**config.mk**
```make
export PLATFORM = sky130hd
export DESIGN_NAME = hazard_ctrl
export DESIGN_NICKNAME = d
export VERILOG_FILES = /design/src/rtl/pipeline_pkg.sv /design/src/rtl/hazard_detect.sv /design/src/rtl/hazard_ctrl.sv
export SDC_FILE = /design/constraint.sdc
export NUM_CORES = 1
export LEC_CHECK = 0
export CORE_AREA = 5 5 89 67
export CTS_CLUSTER_DIAMETER = 80
export DETAILED_ROUTE_END_ITERATION = 10
export DIE_AREA = 0 0 94 72
export GPL_ROUTABILITY_DRIVEN = 1
export GPL_TIMING_DRIVEN = 0
export PLACE_DENSITY = 0.78
export SLEW_MARGIN = 10
export SYNTH_ARGS = -nofsm -noshare
export SYNTH_HDL_FRONTEND = slang
export SYNTH_HIERARCHICAL = 1
export SYNTH_SLANG_ARGS = --single-unit
```
**constraint.sdc**
```tcl
create_clock -name clk -period 2.54 [get_ports clk]
set_input_delay 0.381 -clock clk [delete_from_list [all_inputs] [get_ports clk]]
set_output_delay 0.381 -clock clk [all_outputs]
set_load 0.01 [all_outputs]
```
**src/rtl/pipeline_pkg.sv**
```systemverilog
// Shared types and default parameters for the pipeline hazard controller.
package pipeline_pkg;

  typedef enum logic [1:0] {
    ST_INIT     = 2'd0,
    ST_RUN      = 2'd1,
    ST_MEM_WAIT = 2'd2,
    ST_ERROR    = 2'd3
  } state_t;

  localparam int unsigned INIT_CYCLES_DEF = 3;
  localparam int unsigned MEM_TIMEOUT_DEF = 15;
  localparam int unsigned REG_W           = 5;
  localparam int unsigned CNT_W           = 16;

endpackage

```
**src/rtl/hazard_detect.sv**
```systemverilog
// Load-use hazard detection: ID instruction needs a register a load in EX is still fetching.
module hazard_detect
  import pipeline_pkg::*;
(
  input  logic [4:0] i_id_rs,
  input  logic [4:0] i_id_rt,
  input  logic       i_id_uses_rt,
  input  logic       i_ex_memread,
  input  logic [4:0] i_ex_rt,
  output logic       o_load_use
);

  logic w_rs_hit;
  logic w_rt_hit;

  // Register 0 is hardwired to zero, so a load into it never creates a dependency.
  assign w_rs_hit   = (i_ex_rt == i_id_rs);
  assign w_rt_hit   = i_id_uses_rt & (i_ex_rt == i_id_rt);
  assign o_load_use = i_ex_memread & (i_ex_rt != REG_W'(0)) & (w_rs_hit | w_rt_hit);

endmodule

```
**src/rtl/hazard_ctrl.sv**
```systemverilog
// Pipeline hazard controller: reset flush, memory-wait freeze with timeout,
// branch flush and load-use bubble, plus saturating performance counters.
module hazard_ctrl
  import pipeline_pkg::*;
#(
  parameter int unsigned INIT_CYCLES = INIT_CYCLES_DEF,
  parameter int unsigned MEM_TIMEOUT = MEM_TIMEOUT_DEF
) (
  input  logic        clk,
  input  logic        rst,
  input  logic [4:0]  id_rs,
  input  logic [4:0]  id_rt,
  input  logic        id_uses_rt,
  input  logic        ex_memread,
  input  logic [4:0]  ex_rt,
  input  logic        ex_branch_taken,
  input  logic        mem_req,
  input  logic        mem_ready,
  output logic        pc_en,
  output logic        ifid_en,
  output logic        idex_en,
  output logic        exmem_en,
  output logic        memwb_en,
  output logic        pc_sel,
  output logic        ifid_flush,
  output logic        idex_flush,
  output logic [15:0] stall_cnt,
  output logic [15:0] flush_cnt,
  output logic        mem_timeout
);

  localparam int unsigned INIT_W = $clog2(INIT_CYCLES + 2);
  localparam int unsigned WAIT_W = $clog2(MEM_TIMEOUT + 2);

  state_t              r_state;
  state_t              w_state_nxt;
  logic [INIT_W-1:0]   r_init_cnt;
  logic [INIT_W-1:0]   w_init_nxt;
  logic [WAIT_W-1:0]   r_wait_cnt;
  logic [WAIT_W-1:0]   w_wait_nxt;
  logic [CNT_W-1:0]    r_stall_cnt;
  logic [CNT_W-1:0]    r_flush_cnt;
  logic                w_mem_stall;
  logic                w_load_use;
  logic                w_stall_inc;
  logic                w_flush_inc;

  hazard_detect u_hazard_detect (
    .i_id_rs      (id_rs),
    .i_id_rt      (id_rt),
    .i_id_uses_rt (id_uses_rt),
    .i_ex_memread (ex_memread),
    .i_ex_rt      (ex_rt),
    .o_load_use   (w_load_use)
  );

  assign w_mem_stall = mem_req & ~mem_ready;

  // State and counter registers.
  always_ff @(posedge clk or negedge rst) begin
    if (!rst) begin
      r_state     <= ST_INIT;
      r_init_cnt  <= '0;
      r_wait_cnt  <= '0;
      r_stall_cnt <= '0;
      r_flush_cnt <= '0;
    end else begin
      r_state    <= w_state_nxt;
      r_init_cnt <= w_init_nxt;
      r_wait_cnt <= w_wait_nxt;
      if (w_stall_inc && (r_stall_cnt != {CNT_W{1'b1}})) r_stall_cnt <= r_stall_cnt + CNT_W'(1);
      if (w_flush_inc && (r_flush_cnt != {CNT_W{1'b1}})) r_flush_cnt <= r_flush_cnt + CNT_W'(1);
    end
  end

  // Next state and control outputs; priority is memory stall, branch, load-use.
  always_comb begin
    w_state_nxt = r_state;
    w_init_nxt  = r_init_cnt;
    w_wait_nxt  = '0;
    w_stall_inc = 1'b0;
    w_flush_inc = 1'b0;
    pc_en       = 1'b1;
    ifid_en     = 1'b1;
    idex_en     = 1'b1;
    exmem_en    = 1'b1;
    memwb_en    = 1'b1;
    pc_sel      = 1'b0;
    ifid_flush  = 1'b0;
    idex_flush  = 1'b0;
    mem_timeout = 1'b0;

    case (r_state)
      ST_INIT: begin
        ifid_flush = 1'b1;
        idex_flush = 1'b1;
        if (r_init_cnt == INIT_W'(INIT_CYCLES - 1)) begin
          w_state_nxt = ST_RUN;
          w_init_nxt  = '0;
        end else begin
          w_init_nxt = r_init_cnt + INIT_W'(1);
        end
      end

      ST_RUN, ST_MEM_WAIT: begin
        if (w_mem_stall) begin
          pc_en       = 1'b0;
          ifid_en     = 1'b0;
          idex_en     = 1'b0;
          exmem_en    = 1'b0;
          memwb_en    = 1'b0;
          w_stall_inc = 1'b1;
          // This stall cycle would make the consecutive count exceed the timeout.
          if (r_wait_cnt == WAIT_W'(MEM_TIMEOUT)) begin
            w_state_nxt = ST_ERROR;
          end else begin
            w_state_nxt = ST_MEM_WAIT;
            w_wait_nxt  = r_wait_cnt + WAIT_W'(1);
          end
        end else begin
          w_state_nxt = ST_RUN;
          if (ex_branch_taken) begin
            pc_sel      = 1'b1;
            ifid_flush  = 1'b1;
            idex_flush  = 1'b1;
            w_flush_inc = 1'b1;
          end else if (w_load_use) begin
            pc_en       = 1'b0;
            ifid_en     = 1'b0;
            idex_flush  = 1'b1;
            w_stall_inc = 1'b1;
          end
        end
      end

      ST_ERROR: begin
        pc_en       = 1'b0;
        ifid_en     = 1'b0;
        idex_en     = 1'b0;
        exmem_en    = 1'b0;
        memwb_en    = 1'b0;
        mem_timeout = 1'b1;
      end

      default: w_state_nxt = ST_INIT;
    endcase
  end

  assign stall_cnt = r_stall_cnt;
  assign flush_cnt = r_flush_cnt;

endmodule
```
== Word-level counts from Yosys, hierarchy flattened ==
Index checks and enable logic that the tools add are counted.
Word-level totals
  output and inout port bits: 41
  memories kept: 0
  register bits after elaboration: 42
  logic and storage cells: 58
  ROM bits: 0
  input port bits: 22
  latch bits: 0
  RAM bits: 0
Cells by class
  $lt $le $gt $ge: 0
  shift operators: 0
  add/subtract/negate cells: 4
  div/mod/pow operators: 0
  eq/ne operators: 10
  reduce and logical (&&, ||, !) cells: 7
  multiplexer cells: 26
  bitwise operators: 6
  multiply operators: 0
Operators with widths (count)
  $add A16 B1 Y16 const B: 2
  $ne A16 B16 Y1 const B: 2
  $mux W1: 15
  $mux W5: 3
  $eq A5 B5 Y1: 2
  $pmux W1 S2: 4
  $add A5 B1 Y5 const B: 1
  $eq A5 B4 Y1 const B: 1
  $reduce_bool A5 Y1: 1
  $and A1 B1 Y1: 4
  $eq A2 B2 Y1 const B: 2
  $mux W2: 2
  $pmux W2 S2: 1
  $add A3 B1 Y3 const B: 1
  $eq A3 B2 Y1 const B: 1
  $mux W3: 1
  $eq A2 B1 Y1 const B: 1
  $logic_and A1 B1 Y1: 2
  $logic_not A2 Y1: 1
  $ne A2 B2 Y1 const B: 1
  $reduce_and A2 Y1: 1
  $reduce_bool A2 Y1: 1
  $reduce_or A2 Y1: 1
  $not A1 Y1: 1
  $or A1 B1 Y1: 1

== Logic depth before layout (Yosys ltp) ==
Gate-level depths: netlist of the first run.
  depth after elaboration: 9
  mapped depth: 8
  gate-level depth less buffers: 8

== Modules after synthesis ==
Netlist of the first run, hierarchy kept.
Modules (own cells, without submodules)
  hazard_ctrl: area an instance 2174.6 µm², times used 1, cells each 206, sequential area each 1051.0 µm²
  hazard_detect: area an instance 132.6 µm², times used 1, cells each 17, sequential area each 0.0 µm²

== Worst setup path before layout of the first run ==
No wires, ideal clock.
  path type: reg2out
  start point: register r_state[0]
  end point: output pc_en
  path slack: 284 ps
  buffers on the path: 2
  stages on the path, launching flop included: 8
  arrival time: 1875 ps
  required time: 2159 ps
  cells stage by stage: dfrtp_1 -> inv_1 -> ha_1 -> buf_2 -> and2_1 -> a21oi_1 -> a21boi_0 -> buf_4
On the way
  cells in the longest elaborated chain, start to end: 3
  elaborated cells between the ends (all ways): 5
  those cells by class: 3 x eq/ne; 1 x mux; 1 x reduce/logical
Ends and longest elaborated chain
  from (decl): RTL line hazard_ctrl.sv:35  | state_t r_state;
  from (signal assigned): RTL line hazard_ctrl.sv:68  | r_state <= w_state_nxt;
  $eq A2 B1 Y1 or $eq A2 B2 Y1 (tied branches)
  $reduce_or A2 Y1
  $pmux W1 S2 (*)
  to (decl): RTL line hazard_ctrl.sv:19  | output logic pc_en,
Mark *: on every way between the ends. The rest lies on a longest branch, timed or not.

== Worst setup path in the final report of the first run ==
  start point: register r_state[0]
  end point: output exmem_en
On the way
  cells in the longest elaborated chain, start to end: 3
  elaborated cells between the ends (all ways): 5
  those cells by class: 3 x eq/ne; 1 x mux; 1 x reduce/logical
Ends and longest elaborated chain
  $eq A2 B1 Y1 or $eq A2 B2 Y1 (tied branches): RTL line hazard_ctrl.sv:93  | case (r_state)
  $reduce_or A2 Y1: RTL line hazard_ctrl.sv:93
  $pmux W1 S2 (*): RTL line hazard_ctrl.sv:93
  to (decl): RTL line hazard_ctrl.sv:22  | output logic exmem_en,
Marked as above.

==> results of run 1 <==
critical path, stage by stage, from the launching register on:
cell and delay, ps:
dfrtp_1 370, inv_1 50, ha_1 290, buf_4 180, and2_1 180, a21oi_4 150, clkdlybuf4s50_1 560
per-stage QoR:
step | utilization, % | area (sq um) | cells | hold slack (ps) | TNS [ps]
after CTS | 63.9 | 3200 | 369 | 481 | 0
after detailed placement | 60.5 | 3030 | 358 | 281 | -3940
final | 64.6 | 3240 | 372 | 478 | 0
after floorplan | - | 2310 | 223 | 85.4 | 0
after global routing | 64.6 | 3240 | 372 | 501 | -7.28
after global placement | 60.2 | 3020 | 357 | 453 | -3380
final cells by class:
type                       count  area [sq um]
buffer                         7          43.8
clock buffer                   7          76.3
clock inverter                 1          30.0
fill                         409          1770
inverter                      10          37.5
multi-input combinational    164          1230
sequential                    42          1050
tap                           72          90.1
timing repair buffer          69           679
worst paths after layout:
check	to	cells past startpoint
max	exmem_en	6
min	r_wait_cnt[0]	1
max reg2reg	flush_cnt[1]	8
min reg2reg	r_wait_cnt[0]	1
max in group asynchronous	stall_cnt[13]	3
min in group asynchronous	flush_cnt[13]	2
what timing repair did:
item,CTS,global route
setup buffers,2,3
hold buffers,1,0
resized for setup,24,6
pin swaps,1,4
setup endpoints to repair,9,6
hold endpoints to repair,11,0
sequential cells by signal, summed over array words and instances, names as in the netlist:
| signal | count |
|---|---|
| r_state | 2 |
| r_wait_cnt | 5 |
| r_init_cnt | 3 |
| stall_cnt | 16 |
| flush_cnt | 16 |
cell families after synthesis:
kind of cell	synth area share (%)
buffers and inverters	3.42
and+or+nand+nor	22.5
adders and majority gates	2.71
DFF	45.6
muxes	2.77
xor gates and xnor gates	15.6
AOI/OAI and AO/OA	7.48
Yosys cell counts (5+ instances only):
library cell,instances
a211oi_1,5
a21oi_1,7
dfrtp_1,42
ha_1,5
inv_1,10
nand2_1,15
nand3_1,14
nand4_1,10
nor2_1,11
nor3_1,7
xnor2_1,21
xor2_1,20
power breakdown:
group	leakage [nW]	internal [mW]	switching, mW
Combinational	0.823	0.583	0.543
Clock	0.0524	0.294	0.228
Sequential	0.540	0.800	0.154
layer usage:
metal	GRT usage [%]	share of wire [%]	up-vias
met5	0	0	-
met3	4.46	5.4	8
li1	-	-	942
met1	23.0	45	910
met4	4.01	1.1	0
met2	27.7	48	51
==> reports/results.txt, run 1 <==
CP max FO: 9
Routed wire per std cell: 14.3 microns
Area growth syn-to-layout: 40.3%
area leader, netlist: dfrtp_1
sequential fraction of the synthesis area: 45.6%
largest net degree at the start of global routing: 32
H-tree depth: 2
total power: 2.60 mW
gpl congestion: 0.776
Yosys reg bits: 42
routed vias/inst: 5.14
Routed Antenna Nets: 0
Die ar.: 6770 sq um
TritonCTS clock tree: yes
total wire length: 5.33 mm
Final #Nets: 326
root buffer cell: clkbuf_8
ranking of synthesized cells by area: dfrtp_1 46%, xnor2_1 8.0%, xor2_1 7.6%, nand3_1 3.0%, ha_1 2.7%
DIE HEIGHT: 72 microns
worst hold start: r_wait_cnt[0]
Place WS: -562 ps
Hold WC Path Type: flop to flop
min setup slack post-route: 89.6 ps
fraction of layout instances using a drive strength above 1: 13.0%
Clock Skew: 8.00 ps
Die X: 94 microns
Syn Area/Cell: 10.3 sq um
post-route minimum period: 2450 ps
pwr/cell area: 804 nW/um^2
WP data required: 2160 ps
hpwl dp: 4.02 mm
Fin. Hold Viols: 0
Core Region: 5010 sq um
first-pass GRT wire length: 9.16 mm
worst vdd ir: 475 uV
post-synth top area share: 45.6%
First-pass DRT Iterations: 4
Cells after Synth: 223
final slew viol count: 0
Rows: 22
Setup CP Type: flop to primary output
Max Buffers Root-to-Sink: 2
kind of end point of the critical path: primary output
clock-pin transition on the worst setup and hold timing paths: 80 ps
vias in the first global route: 1,915
CP Launch Type: flop
RR Startpoint: r_state[0]
Via Count: 1,911
CTS sink count: 42
ys async rst share: 100%
# DRC: 0
Detailed Route Iter0 Violations: 141
Worst EP arrival: 2070 ps
initial antenna violation count: 0
most frequent cells in the layout: 50 x clkdlybuf4s50_1, 42 x dfrtp_1, 21 x xnor2_1, 20 x xor2_1
Post-Syn Area: 2310 sq um
# IOs: 63
clk_lat worst skew: 300 ps
Yosys cell types: 43
Ys Warns: 6
Post-Syn Nets: 250
P_leak: 1.42 nW
Worst slew margin: 57.4%
GRT overflow: 0
CTS buffer count: 5
Buffers on Ports: 62
GRT Resource Usage Total: 17.0%
fin crit share: 96.5%
Crit. Startpoint: r_state[0]
final setup fails: 0
Inserted Diodes: 0
Max Cap Viol: 0
outcome: completed
Worst R2R Setup Slack: 560 ps
main flop type after synthesis: dfrtp_1
initial core utilization: 46.1%
EDFF count, synth: 0
Fmax: 0.408 GHz
Slew @ Worst Pin: 633 ps
leading cell type in the layout, fill and taps excluded: clkdlybuf4s50_1
No activity file was read; power rests on OpenSTA's default activity.
==> run 2, diff against run 1 <==
--- a/config.mk
+++ b/config.mk
@@ -5,13 +5,14 @@
 export SDC_FILE = /design/constraint.sdc
 export NUM_CORES = 1
 export LEC_CHECK = 0
-export CORE_AREA = 5 5 89 67
+export ABC_AREA = 1
+export CORE_AREA = 5 5 94 70
 export CTS_CLUSTER_DIAMETER = 80
 export DETAILED_ROUTE_END_ITERATION = 10
-export DIE_AREA = 0 0 94 72
+export DIE_AREA = 0 0 99 75
 export GPL_ROUTABILITY_DRIVEN = 1
 export GPL_TIMING_DRIVEN = 0
-export PLACE_DENSITY = 0.78
+export PLACE_DENSITY = 0.8
 export SLEW_MARGIN = 10
 export SYNTH_ARGS = -nofsm -noshare
 export SYNTH_HDL_FRONTEND = slang
==> run 2 against run 1 <==
Against the previous run: clock skew decreased by 3.7 ps; total power decreased by 54%; final cell count increased by 51%; critical endpoint is now ifid_en; sequential share of layout area decreased by 3.2 points; global-route usage increased by 2.2 points; first-iteration DRC count increased by 53%; register-to-register slack improved by 190 ps; largest cell class unchanged; non-clock buffer count decreased by 5; sequential power decreased by 30%; combinational power decreased by 93%; wire length increased by 26%.
==> reports/results.txt, run 2 <==
outcome: completed
Slew @ Worst Pin: 348 ps (-285 ps)
Area growth syn-to-layout: 29.8%
sw power: 269 uW (-71%)
ys async rst share: 100% (unchanged)
Rows: 23 (+4.5%)
Die ar.: 7430 sq um (+9.7%)
crit-path cells: clkdlybuf4s50_1, inv_1, nand2_1, nand2_1, nor2_1, nand3_1, a21oi_2, nand2_1, nand2_1, o21ai_1, dlygate4sd2_1
CTS buffer count: 5 (unchanged)
ranking of synthesized cells by area: dfrtp_1 38%, nand2_1 23%, nor2_1 6.9%, inv_1 6.5%, nand3_1 4.0%
final setup fails: 0 (unchanged)
main flop type after synthesis: dfrtp_1
P_leak: 1.82 nW (+29%)
final slew viol count: 0 (unchanged)
largest net degree at the start of global routing: 30 (-6.3%)
crit-path most repeated cell: nand2_1
hpwl dp: 5.33 mm (+33%)
fin util: 64.6% (about the same)
CP max FO: 3 (-6)
cell internal pwr: 929 uW (-45%)
gpl congestion: 0.870 (+12%)
Routed Antenna Nets: 0 (unchanged)
sequential fraction of the synthesis area: 38.0% (-7.5 points)
post-synth top area share: 38.0% (-7.5 points)
Max Buffers Root-to-Sink: 2 (unchanged)
Clock Skew: 4.29 ps (-3.71 ps)
Post-Syn Nets: 441 (+76%)
Fmax: 0.417 GHz (+2.1%)
total wire length: 6.70 mm (+26%)
Inserted Diodes: 0 (unchanged)
CP Launch Type: primary input
RR Startpoint: stall_cnt[0]
most numerous cell in the Yosys netlist: nand2_1
EDFF count, synth: 0 (unchanged)
initial core utilization: 49.8% (+3.7 points)
Core Region: 5550 sq um (+11%)
H-tree depth: 2 (unchanged)
GRT Resource Usage Total: 19.2% (+2.2 points)
Fin. Hold Viols: 0 (unchanged)
clk_lat worst skew: 290 ps (about the same)
slowest cell on the critical path: clkdlybuf4s50_1
Routed wire per std cell: 12.0 microns (-17%)
Hold WC Path Type: flop to flop
area leader, netlist: dfrtp_1
Sequential Power Share: 55.7% (+19 points)
vias in the first global route: 2,496 (+30%)
Via Count: 2,726 (+43%)
pwr/cell area: 334 nW/um^2 (-58%)
Post-CTS Setup Bufs: 0 (-2)
post-route minimum period: 2400 ps (-51.5 ps)
Worst slew margin: 76.8% (+19 points)
Yosys reg bits: 42 (unchanged)
DIE HEIGHT: 75 microns (+4.2%)
fin crit share: 94.4% (-2.0 points)
Setup CP Type: primary input to primary output
Detailed Route Iter0 Violations: 216 (+53%)
fraction of layout instances using a drive strength above 1: 7.84% (-5.2 points)
Crit. Startpoint: ex_rt[3]
CTS sink count: 42 (unchanged)
Worst EP arrival: 2020 ps (-50 ps)
Synth top cells by count: 168 x nand2_1, 51 x nor2_1, 48 x inv_1
first-pass GRT wire length: 11.4 mm (+25%)
Die X: 99 microns (+5.3%)
WP data required: 2160 ps (about the same)
most frequent cells in the layout: 168 x nand2_1, 53 x clkdlybuf4s50_1, 51 x nor2_1, 48 x inv_1, 42 x dfrtp_1
Worst R2R Setup Slack: 750 ps (+190 ps)
GRT overflow: 0 (unchanged)
TritonCTS clock tree: yes
CP max stage delay: 510 ps (-50 ps)
Cells after Synth: 414 (+86%)
Final #Nets: 511 (+57%)
leading cell type in the layout, fill and taps excluded: nand2_1
Yosys cell types: 29 (-33%)
clock-pin transition on the worst setup and hold timing paths: 80 ps (about the same)
# DRC: 0 (unchanged)
crit path to: ifid_en
initial antenna violation count: 0 (unchanged)
R2R Path End: stall_cnt[7]
Comb pwr share: 6.9% (-36 points)
Syn Area/Cell: 6.68 sq um (-35%)
Ys Warns: 6 (unchanged)
worst vdd ir: 241 uV (-49%)
routed vias/inst: 4.87 (-5.2%)
reg2reg path depth: 9 (+1)
Post-Syn Area: 2760 sq um (+20%)
Clock Power Share: 37.3% (+17 points)
root buffer cell: clkbuf_8
total power: 1.20 mW (-54%)
sw frac: 22.5% (-13 points)
final setup TNS: 0 ps (unchanged)
Buffers on Ports: 62 (unchanged)
First-pass DRT Iterations: 4 (unchanged)
# IOs: 63 (unchanged)
RSZ-0062 raised after global routing: false
kind of end point of the critical path: primary output
Max Cap Viol: 0 (unchanged)
==> run 2: power by group through the flow <==
| stage | registers [mW] | logic (mW) | clock network [mW] |
|---|---|---|---|
| after floorplan | 0.682 | 0.0238 | 0 |
| after global placement | 0.681 | 0.0776 | 0 |
| after detailed placement | 0.681 | 0.0831 | 0 |
| after CTS | 0.668 | 0.0845 | 0.460 |
| after global routing | 0.668 | 0.0943 | 0.488 |
| final | 0.668 | 0.0829 | 0.447 |
==> run 2: worst min path at each step <==
stage | start | to | cells past startpoint
finish | r_wait_cnt[0] | r_wait_cnt[0] | 1
CTS | r_wait_cnt[0] | r_wait_cnt[0] | 1
detailed placement | rst | flush_cnt[15] | 1
global route | r_wait_cnt[0] | r_wait_cnt[0] | 1
floorplan | rst | flush_cnt[0] | 0
global placement | r_wait_cnt[0] | r_wait_cnt[0] | 1
==> run 2: cells by family after synthesis <==
kind of cell | count (synthesis) | synth area share (%)
and+or+nand+nor | 266 | 40.3
buffers and inverters | 62 | 9.60
DFF | 42 | 38.0
AOI/OAI and AO/OA | 23 | 4.71
xor gates and xnor gates | 16 | 5.07
adders and majority gates | 5 | 2.26
==> run 2: metrics by stage <==
stage	instance area (sq um)	hold slack, ps	std cells	setup slack [ps]
2_1_floorplan	2760	85.4	414	679
3_3_place_gp	3480	450	551	-242
3_5_place_dp	3490	305	552	-248
4_1_cts	3590	468	560	46.4
5_1_grt	3590	495	560	8.06
6_report	3590	466	560	141
==> run 2: layer usage <==
layer | wire, microns | global-route usage, %
met1 | 3150 | 26.6
met2 | 2990 | 30.7
met3 | 496 | 4.63
met4 | 64 | 4.85
met5 | 0 | 0
==> run 2: area by class of cell <==
type	count	area, sq um
Fill cell	493	1970
Multi-Input combinational cell	310	1450
Sequential cell	42	1050
Timing Repair Buffer	64	638
Inverter	54	205
Tap cell	75	93.8
Clock buffer	7	86.3
Buffer	7	55.1
Clock inverter	1	5.00
==> run 2: critical path: cells and delay by family <==
family / cells / cell delay, ps
buffers and inverters: 3 / 880
AND/OR/NAND/NOR: 6 / 480
AO/OA/AOI/OAI: 2 / 260
==> run 2: timing repair <==
| action | 4_1_cts | 5_1_grt |
|---|---|---|
| endpoints found under the hold margin | 13 | 0 |
| pin swaps | 0 | 0 |
| gates resized for setup | 9 | 4 |
| setup endpoints to repair | 6 | 3 |
| hold buffers | 1 | 0 |
==> run 3, diff against run 2 <==
--- a/config.mk
+++ b/config.mk
@@ -11,7 +11,7 @@
 export DETAILED_ROUTE_END_ITERATION = 10
 export DIE_AREA = 0 0 99 75
 export GPL_ROUTABILITY_DRIVEN = 1
-export GPL_TIMING_DRIVEN = 0
+export GPL_TIMING_DRIVEN = 1
 export PLACE_DENSITY = 0.8
 export SLEW_MARGIN = 10
 export SYNTH_ARGS = -nofsm -noshare
==> run 3 against run 2 <==
Against the previous run: clock-buffer cell count unchanged; largest power group unchanged; total power about the same; core utilization down 0.63 points.
==> reports/results.txt, run 3 (same netlist as run 2, synthesis figures left out) <==
Worst slew margin: 39.3% (-38 points)
initial core utilization: 49.8% (unchanged)
Detailed Route Iter0 Violations: 163 (-25%)
first-pass GRT wire length: 11.4 mm (-0.31%)
CP max stage delay: 510 ps (about the same)
GRT Resource Usage Total: 19.2% (-0.046 points)
DIE HEIGHT: 75 microns (unchanged)
root buffer cell: clkbuf_8
pwr/cell area: 337 nW/um^2 (+1.1%)
post-route minimum period: 2410 ps (+7.76 ps)
hpwl dp: 5.21 mm (-2.3%)
P_leak: 1.82 nW (-0.30%)
GRT overflow: 0 (unchanged)
RSZ-0062 raised after global routing: false
initial antenna violation count: 0 (unchanged)
total wire length: 6.66 mm (-0.58%)
Rows: 23 (unchanged)
met1 wire length: 3.29 mm (+4.7%)
Fillers: 477 (-3.2%)
crit-path cells: clkdlybuf4s50_1, inv_1, nand2_1, nand2_1, nor2_1, nand3_1, a21oi_2, nand2_1, nand2_1, o21ai_1, dlygate4sd2_1
CP max FO: 3 (unchanged)
Setup CP Type: primary input to primary output
clock-pin transition on the worst setup and hold timing paths: 80 ps (about the same)
clk_lat worst skew: 300 ps (about the same)
Final #Nets: 505 (-1.2%)
top sig layer: met4
largest net degree at the start of global routing: 43 (+43%)
slowest cell on the critical path: clkdlybuf4s50_1
Buffers on Ports: 62 (unchanged)
Max Cap Viol: 0 (unchanged)
vias in the first global route: 2,523 (+1.1%)
final slew viol count: 0 (unchanged)
Die X: 99 microns (unchanged)
Slew @ Worst Pin: 911 ps (+563 ps)
fin crit share: 94.8% (+0.31 points)
Worst EP arrival: 2030 ps (about the same)
most frequent cells in the layout: 168 x nand2_1, 54 x clkdlybuf4s50_1, 51 x nor2_1, 48 x inv_1, 42 x dfrtp_1
CP Launch Type: primary input
First-pass DRT Iterations: 4 (unchanged)
WHS: 205 ps (-261 ps)
leading cell type in the layout, fill and taps excluded: nand2_1
WP data required: 2160 ps (about the same)
gpl congestion: 0.845 (-2.9%)
Max Buffers Root-to-Sink: 2 (unchanged)
routed wl met3: 316 microns (-36%)
Area growth syn-to-layout: 28.6%
TritonCTS clock tree: yes
Via Count: 2,694 (-1.2%)
Routed wire per std cell: 12.0 microns (+0.49%)
crit-path most repeated cell: nand2_1
Die ar.: 7430 sq um (unchanged)
kind of end point of the critical path: primary output
Core Region: 5550 sq um (unchanged)
Placed Area: 3450 sq um (-1.3%)
# IOs: 63 (unchanged)
outcome: completed
Fmax: 0.416 GHz (-0.32%)
CTS sink count: 42 (unchanged)
Worst R2R Setup Slack: 600 ps (-150 ps)
routed vias/inst: 4.86 (-0.10%)
Hold WC Path Type: primary input to asynchronous set/reset pin
final instance area: 3550 sq um (-0.98%)
cts hold-fix bufs: 0 (-1)
H-tree depth: 2 (unchanged)
# DRC: 0 (unchanged)
Inserted Diodes: 0 (unchanged)
fin util: 64.0% (-0.63 points)
Fin. Hold Viols: 0 (unchanged)
final setup TNS: 0 ps (unchanged)
Clock Skew: 5.38 ps (+1.10 ps)
worst vdd ir: 239 uV (-0.77%)
wire length on met2: 2.95 mm (-1.2%)
CTS buffer count: 5 (unchanged)
Routed Antenna Nets: 0 (unchanged)
fraction of layout instances using a drive strength above 1: 6.47% (-1.4 points)
final setup fails: 0 (unchanged)
[run 3: layout make-up]
class                           count  area (sq um)  area share (%)
Inverter                           54           205            5.77
Clock buffer                        7          86.3            2.43
Multi-Input combinational cell    310          1450            40.9
Sequential cell                    42          1050            29.6
Clock inverter                      1          5.00           0.141
Timing Repair Buffer               65           658            18.5
Tap cell                           75          93.8            2.64
[run 3: what timing repair did]
| item | CTS | global route |
|---|---|---|
| resized for setup | 7 | 5 |
| endpoints found under the setup margin | 5 | 4 |
| pin swaps | 0 | 1 |
| setup buffers | 0 | 0 |
[run 3: power breakdown]
part           switching (mW)  total (mW)  leakage, nW  internal [mW]
registers                   0       0.668        0.545          0.668
clock network           0.231       0.451       0.0482          0.220
logic                  0.0409      0.0804         1.22         0.0395
total                   0.272        1.20         1.82          0.927
[run 3: worst max-delay path, delay by kind of cell]
family	cells	cell delay [ps]
AOI/OAI and AO/OA	2	270
and+or+nand+nor	6	480
buffers and inverters	3	890
[run 3: per-stage QoR]
stage	worst slack (ps)	std cells	total power, mW
finish	133	554	1.20
global route	14.1	554	1.25
CTS	51.8	554	1.21
global placement	-114	546	0.760
floorplan	679	414	0.705
detailed placement	-153	546	0.762
[run 3: worst paths after layout]
check | depth (start not counted) | endpoint | from
setup / recovery | 11 | ifid_en | ex_rt[3]
hold / removal | 1 | flush_cnt[11] | rst
setup reg to reg | 8 | flush_cnt[11] | flush_cnt[0]
hold reg to reg | 1 | r_wait_cnt[0] | r_wait_cnt[0]
max in group asynchronous | 1 | r_wait_cnt[1] | rst
min in group clk | 1 | r_wait_cnt[0] | r_wait_cnt[0]
[run 3: routing by layer]
metal | GRT usage, % | vias up
met3 | 3.61 | 9
met2 | 31.0 | 65
met1 | 26.7 | 1212
li1 | - | 1408
met5 | 0 | -
met4 | 5.61 | 0
